===== src/rtl/mem_arb_pkg.sv =====
// Shared types and constants for the cache/memory read arbiter.
// Optional round-robin arbitration is enabled with MEM_ARB_RR_EN.
package mem_arb_pkg;

  localparam int ADDR_W_DEF = 32;
  localparam int DATA_W_DEF = 32;
  localparam int LEN_W_DEF  = 8;

  localparam int IS_IDLE = 0;
  localparam int IS_REQ  = 1;
  localparam int IS_RSP  = 2;

  typedef enum logic [2:0] {
    ST_IDLE = 3'b001,
    ST_REQ  = 3'b010,
    ST_RSP  = 3'b100
  } state_e;

  localparam logic OWN_IC = 1'b0;
  localparam logic OWN_DC = 1'b1;

endpackage


===== src/rtl/cache_mem_arbiter_sel.sv =====
// Grant selector for the read arbiter: fixed DC priority, or
// round-robin on ties when MEM_ARB_RR_EN is defined.
module mem_arb_sel
  import mem_arb_pkg::*;
(
  input  logic ic_valid_i,
  input  logic dc_valid_i,
  input  logic last_grant_i,
  output logic owner_o
);

`ifdef MEM_ARB_RR_EN
  always_comb begin
    owner_o = OWN_IC;
    if (ic_valid_i && dc_valid_i) begin
      owner_o = (last_grant_i == OWN_IC) ? OWN_DC : OWN_IC;
    end else if (dc_valid_i) begin
      owner_o = OWN_DC;
    end
  end
`else
  logic unused_lg;
  assign unused_lg = last_grant_i;

  always_comb begin
    owner_o = dc_valid_i ? OWN_DC : OWN_IC;
  end
`endif

endmodule


===== src/rtl/cache_mem_arbiter.sv =====
// Two-master (IC/DC) burst read arbiter onto one memory read port.
// MEM_ARB_RR_EN selects round-robin instead of fixed DC priority.
module cache_mem_arbiter
  import mem_arb_pkg::*;
#(
  parameter int ADDR_W = ADDR_W_DEF,
  parameter int DATA_W = DATA_W_DEF,
  parameter int LEN_W  = LEN_W_DEF
) (
  input  logic              clk,
  input  logic              rst,

  input  logic              from_ic_rd_req_valid,
  input  logic [ADDR_W-1:0] from_ic_rd_req_addr,
  input  logic [LEN_W-1:0]  from_ic_rd_req_len,
  output logic              to_ic_rd_req_ready,
  output logic              to_ic_rd_rsp_valid,
  output logic [DATA_W-1:0] to_ic_rd_rsp_data,
  output logic              to_ic_rd_rsp_last,
  input  logic              from_ic_rd_rsp_ready,

  input  logic              from_dc_rd_req_valid,
  input  logic [ADDR_W-1:0] from_dc_rd_req_addr,
  input  logic [LEN_W-1:0]  from_dc_rd_req_len,
  output logic              to_dc_rd_req_ready,
  output logic              to_dc_rd_rsp_valid,
  output logic [DATA_W-1:0] to_dc_rd_rsp_data,
  output logic              to_dc_rd_rsp_last,
  input  logic              from_dc_rd_rsp_ready,

  output logic              to_mem_rd_req_valid,
  output logic [ADDR_W-1:0] to_mem_rd_req_addr,
  output logic [LEN_W-1:0]  to_mem_rd_req_len,
  input  logic              from_mem_rd_req_ready,
  input  logic              from_mem_rd_rsp_valid,
  input  logic [DATA_W-1:0] from_mem_rd_rsp_data,
  input  logic              from_mem_rd_rsp_last,
  output logic              to_mem_rd_rsp_ready,

  output logic              rd_len_err
);

  state_e           state_q, state_d;
  logic             owner_q, owner_d;
  logic [LEN_W-1:0] beat_cnt_q, beat_cnt_d;
  logic [LEN_W-1:0] len_q, len_d;
  logic             err_q, err_d;
  logic             sel_owner;
  logic             last_grant;
  logic             beat_acc;

`ifdef MEM_ARB_RR_EN
  logic last_grant_q, last_grant_d;
  assign last_grant = last_grant_q;
`else
  assign last_grant = OWN_IC;
`endif

  mem_arb_sel u_sel (
    .ic_valid_i   (from_ic_rd_req_valid),
    .dc_valid_i   (from_dc_rd_req_valid),
    .last_grant_i (last_grant),
    .owner_o      (sel_owner)
  );

  assign rd_len_err = err_q;

  always_comb begin
    state_d    = state_q;
    owner_d    = owner_q;
    beat_cnt_d = beat_cnt_q;
    len_d      = len_q;
    err_d      = err_q;
    beat_acc   = 1'b0;
`ifdef MEM_ARB_RR_EN
    last_grant_d = last_grant_q;
`endif
    to_ic_rd_req_ready  = 1'b0;
    to_dc_rd_req_ready  = 1'b0;
    to_ic_rd_rsp_valid  = 1'b0;
    to_ic_rd_rsp_data   = '0;
    to_ic_rd_rsp_last   = 1'b0;
    to_dc_rd_rsp_valid  = 1'b0;
    to_dc_rd_rsp_data   = '0;
    to_dc_rd_rsp_last   = 1'b0;
    to_mem_rd_req_valid = 1'b0;
    to_mem_rd_req_addr  = '0;
    to_mem_rd_req_len   = '0;
    to_mem_rd_rsp_ready = 1'b0;

    unique case (1'b1)
      state_q[IS_IDLE]: begin
        if (from_ic_rd_req_valid || from_dc_rd_req_valid) begin
          state_d = ST_REQ;
          owner_d = sel_owner;
`ifdef MEM_ARB_RR_EN
          last_grant_d = sel_owner;
`endif
        end
      end
      state_q[IS_REQ]: begin
        if (owner_q == OWN_DC) begin
          to_mem_rd_req_valid = from_dc_rd_req_valid;
          to_mem_rd_req_addr  = from_dc_rd_req_addr;
          to_mem_rd_req_len   = from_dc_rd_req_len;
          to_dc_rd_req_ready  = from_mem_rd_req_ready;
        end else begin
          to_mem_rd_req_valid = from_ic_rd_req_valid;
          to_mem_rd_req_addr  = from_ic_rd_req_addr;
          to_mem_rd_req_len   = from_ic_rd_req_len;
          to_ic_rd_req_ready  = from_mem_rd_req_ready;
        end
        if (to_mem_rd_req_valid && from_mem_rd_req_ready) begin
          len_d      = to_mem_rd_req_len;
          beat_cnt_d = '0;
          state_d    = ST_RSP;
        end
      end
      state_q[IS_RSP]: begin
        if (owner_q == OWN_DC) begin
          to_dc_rd_rsp_valid  = from_mem_rd_rsp_valid;
          to_dc_rd_rsp_data   = from_mem_rd_rsp_data;
          to_dc_rd_rsp_last   = from_mem_rd_rsp_last;
          to_mem_rd_rsp_ready = from_dc_rd_rsp_ready;
        end else begin
          to_ic_rd_rsp_valid  = from_mem_rd_rsp_valid;
          to_ic_rd_rsp_data   = from_mem_rd_rsp_data;
          to_ic_rd_rsp_last   = from_mem_rd_rsp_last;
          to_mem_rd_rsp_ready = from_ic_rd_rsp_ready;
        end
        beat_acc = from_mem_rd_rsp_valid && to_mem_rd_rsp_ready;
        if (beat_acc) begin
          beat_cnt_d = beat_cnt_q + 1'b1;
          // last must coincide exactly with the beat numbered len
          if (from_mem_rd_rsp_last != (beat_cnt_q == len_q)) begin
            err_d = 1'b1;
          end
          if (from_mem_rd_rsp_last) begin
            state_d = ST_IDLE;
          end
        end
      end
      default: begin
        state_d = ST_IDLE;
      end
    endcase
  end

  always_ff @(posedge clk or posedge rst) begin
    if (rst) begin
      state_q    <= ST_IDLE;
      owner_q    <= OWN_IC;
      beat_cnt_q <= '0;
      len_q      <= '0;
      err_q      <= 1'b0;
    end else begin
      state_q    <= state_d;
      owner_q    <= owner_d;
      beat_cnt_q <= beat_cnt_d;
      len_q      <= len_d;
      err_q      <= err_d;
    end
  end

`ifdef MEM_ARB_RR_EN
  always_ff @(posedge clk or posedge rst) begin
    if (rst) begin
      last_grant_q <= OWN_IC;
    end else begin
      last_grant_q <= last_grant_d;
    end
  end
`endif

endmodule


===== config.mk =====
export PLATFORM = sky130hd
export DESIGN_NAME = cache_mem_arbiter
export DESIGN_NICKNAME = d
export VERILOG_FILES = /design/src/rtl/mem_arb_pkg.sv /design/src/rtl/cache_mem_arbiter_sel.sv /design/src/rtl/cache_mem_arbiter.sv
export SDC_FILE = /design/constraint.sdc
export NUM_CORES = 1
export LEC_CHECK = 0
export BUFFER_PORTS_ARGS = -buffer_cell sky130_fd_sc_hd__buf_2
export CORE_AREA = 2 2 91 93
export CTS_BUF_LIST = sky130_fd_sc_hd__clkbuf_16
export DETAILED_ROUTE_END_ITERATION = 10
export DIE_AREA = 0 0 93 95
export PLACE_DENSITY = 0.7
export SLEW_MARGIN = 15
export SYNTH_ARGS = -nofsm -noshare
export SYNTH_HDL_FRONTEND = slang
export SYNTH_SLANG_ARGS = --single-unit

===== constraint.sdc =====
create_clock -name clk -period 1.7 [get_ports clk]
set_input_delay 0.085 -clock clk [delete_from_list [all_inputs] [get_ports clk]]
set_output_delay 0.085 -clock clk [all_outputs]
set_load 0.01 [all_outputs]

==> results.yml <==
outcome:
  status: "finished, violations left"
  violations: "negative setup slack"
routing:
  route.detailed.drc: 0
  drt_iter0_markers: 103
  viasPerCell: 4.790
  ant_nets: 0
  firstDrtPassIters: 4
  wl_per_cell_um: 15.63
  wl_mm: 9.876
  via_count: 3027
synth:
  synth_flop_cell: "dfrtp_1"
  synth_edf_count: 0
  seq_area_frac_synth_pct: 24.02
  synth.distinct_cells: 36
  syn_inst: 281
  async_reset_ff_share_pct: 100.0
  syn-num-nets: 403
  synth_seq_cells: 21
  synth_warnings: 0
  syn_area_um2: 2193
  synth_area_per_cell_um2: 7.806
min_path:
  hold_class: "input port to flip-flop"
  min_from: "from_ic_rd_req_valid"
  min_to: "state_q[1]$_DFF_PP0_"
  worstHoldPathCells: 3
cells_and_area:
  syn2layout_area_growth_pct: 78.49
  drive_above_1_share_pct: 55.22
  nets: 650
  insertedDiodeCount: 0
job:
  max-cap-violations: 0
clock_tree:
  htreeDepth: 1
  cts_tree: "yes"
  cts_buffer_depth: 2
  cts_root_buf: "clkbuf_16"
  cts.sinks: 21
  clk_latency_ns: 0.25
  cts_made_buffers: 3
  clkTransAtPathRegs_ns: 0.06
global_routing:
  grt_pass1_vias: 2777
  gr-usage-all-layers_pct: 20.73
  use_met2_pct: 36.71
  grt_max_degree: 44
  grt.busiest_layer: "met2"
  grt_pass1_wl_mm: 14.29
  grt_use_met3_pct: 3.033
  use_met1_pct: 26.63
  antenna_found_initial: 0
  grt_overflow: 0
pwr:
  clkPwrFrac_pct: 8.3
  powerDensity_nw_per_um2: 1549
  p_comb_share_pct: 77.9
  p_leak_nw: 2.395
  power.switching_w: 0.002836
  internal_power_w: 0.003229
  switching_share_pct: 46.77
  seq_power_share_pct: 13.8
  ir_worst_vdd_mv: 0.8497
setup_path:
  crit-reg2reg-capture: "beat_cnt_q[5]$_DFFE_PP0P_"
  cp_data_arrival_time_ns: 1.90
  ff2ff_setup_slack_ns: -0.03
  worstSetupStartpointType: "flip-flop"
  rr_startpoint: "owner_q$_DFFE_PP0P_"
  required_ns: 1.88
  endpoint_kind: "flip-flop"
  reg2reg_depth: 5
  cp_max_fo: 12
  crit_type: "flip-flop to flip-flop"
timing:
  rsz0062_at_grt: "true"
  period_share_pct: 101.5
  fin_crit_ns: 1.725
  clock.fmax_mhz: 579.7
  worstMarginPinSlew_ns: 0.5325
  finalHoldViolCount: 0
  maxSlewHeadroom_pct: 64.37
  setup_viol: 7
  finalWorstSetupSlack_ns: -0.02503
  fin_skew_ns: 0.001124
  slew_violations: 0
  tns_ns: -0.1135
floorplan:
  die_x_um: 93
  die_y_um: 95
  boundaryPins: 234
  dieArea_um2: 8835
  rows: 33
  initial_core_util_pct: 27.67
  core_um2: 7928
placed_design:
  port_buffers: 233
  dp_hpwl_mm: 7.702
  place_ws_ns: -0.04512
  place.gp.congestion: 0.8934
[registers in the layout, indices dropped and copies added, names as in the netlist]
name and cells:
beat_cnt_q 8, len_q 8, state_q 3, owner_q 1
rd_len_err 1
[final cells by class]
cell class | instances | area (µm²)
Clock inverter | 1 | 5.005
Clock buffer | 3 | 75.07
Multi-Input combinational cell | 229 | 1629
Tap cell | 105 | 131.4
Fill cell | 795 | 4013
Sequential cell | 21 | 530.5
Inverter | 6 | 22.52
Timing Repair Buffer | 267 | 1521
[cells in the final DEF (no fill, tap or decap), drive strengths merged, types with 5 or more instances in the layout]
cell	netlist	layout
buf	9	264
nor2	46	46
mux2i	43	43
and3	35	35
and2	35	35
dfrtp	20	20
nand2	8	8
a32o	8	8
xor2	8	8
a21oi	7	7
o31ai	6	6
inv	5	5
or4	5	5
[logic make-up (layout without fill, tap and decap cells)]
kind of cell | count (synthesis) | in the layout | share of synthesized area [%]
AO/OA/AOI/OAI | 31 | 31 | 10.50
XOR/XNOR | 8 | 8 | 3.195
adder cells (fa/ha/maj) | 1 | 1 | 0.5704
buffers and inverters | 31 | 277 | 6.104
flip-flops | 21 | 21 | 24.02
multiplexers | 44 | 44 | 20.31
AND/OR/NAND/NOR | 145 | 145 | 35.31
[synthesized netlist by cell type, drive strengths merged (5+ instances only)]
cell type,instances,area share [%]
and3,35,10
nand2,8,1.4
or4,5,1.7
o31ai,6,2.1
xor2,8,3.2
mux2i,43,20
and2,35,10
inv,5,0.86
buf,9,2.3
dfrtp,20,23
a32o,8,3.7
a21oi,7,1.6
nor2,46,7.9
clkbuf,16,2.7
[worst max-delay path by stage]
stage	start	to	slack (ns)
global placement	len_q[6]$_DFFE_PP0P_	rd_len_err$_DFFE_PP0P_	-0.01
CTS	owner_q$_DFFE_PP0P_	beat_cnt_q[3]$_DFFE_PP0P_	-0.03
global route	owner_q$_DFFE_PP0P_	beat_cnt_q[6]$_DFFE_PP0P_	-0.08
finish	owner_q$_DFFE_PP0P_	beat_cnt_q[5]$_DFFE_PP0P_	-0.03
detailed placement	owner_q$_DFFE_PP0P_	beat_cnt_q[7]$_DFFE_PP0P_	-0.05
floorplan	owner_q$_DFFE_PP0P_	beat_cnt_q[3]$_DFFE_PP0P_	0.05
[through the flow]
step	cell area [µm²]	hold slack, ns	util [%]	cells	total power, W
floorplan	2193	0.06079	-	281	0.003298
global placement	3581	0.1292	45.17	617	0.004902
detailed placement	3581	0.1362	45.17	617	0.004983
CTS	3816	0.1295	48.14	627	0.005895
global route	3915	0.1495	49.38	632	0.006488
finish	3915	0.1480	49.38	632	0.006065
[power groups by stage]
stage | logic, W | registers (W) | clock network, W
finish | 0.00473 | 0.000839 | 0.000501
detailed placement | 0.00414 | 0.000838 | 0
CTS | 0.00456 | 0.000833 | 0.000504
global placement | 0.00408 | 0.000823 | 0
floorplan | 0.00251 | 0.000786 | 0
global route | 0.00509 | 0.000863 | 0.000535
[worst max-delay path, cell delays in order (launching register included)]
cell,delay [ns]
dfrtp_4,0.51
mux2_1,0.23
a21oi_1,0.07
buf_4,0.18
or4_1,0.51
a21oi_1,0.14
[metal layers]
layer  up-vias  part of all wire, %  wire length, µm
met3        12                  6.2              616
met4         0                  1.7              170
met2       139                   51             5014
li1       1491                    -                -
met5         -                    0                0
met1      1385                   41             4075
[timing repair]
action | in CTS | in global routing
pin swaps | 5 | 10
hold buffers | 1 | 0
resized for setup | 14 | 14
endpoints found under the hold margin | 10 | 0
cloned | 3 | 0
buffers inserted | 2 | 5
endpoints found under the setup margin | 28 | 68
(Power assumes the default switching activity.)
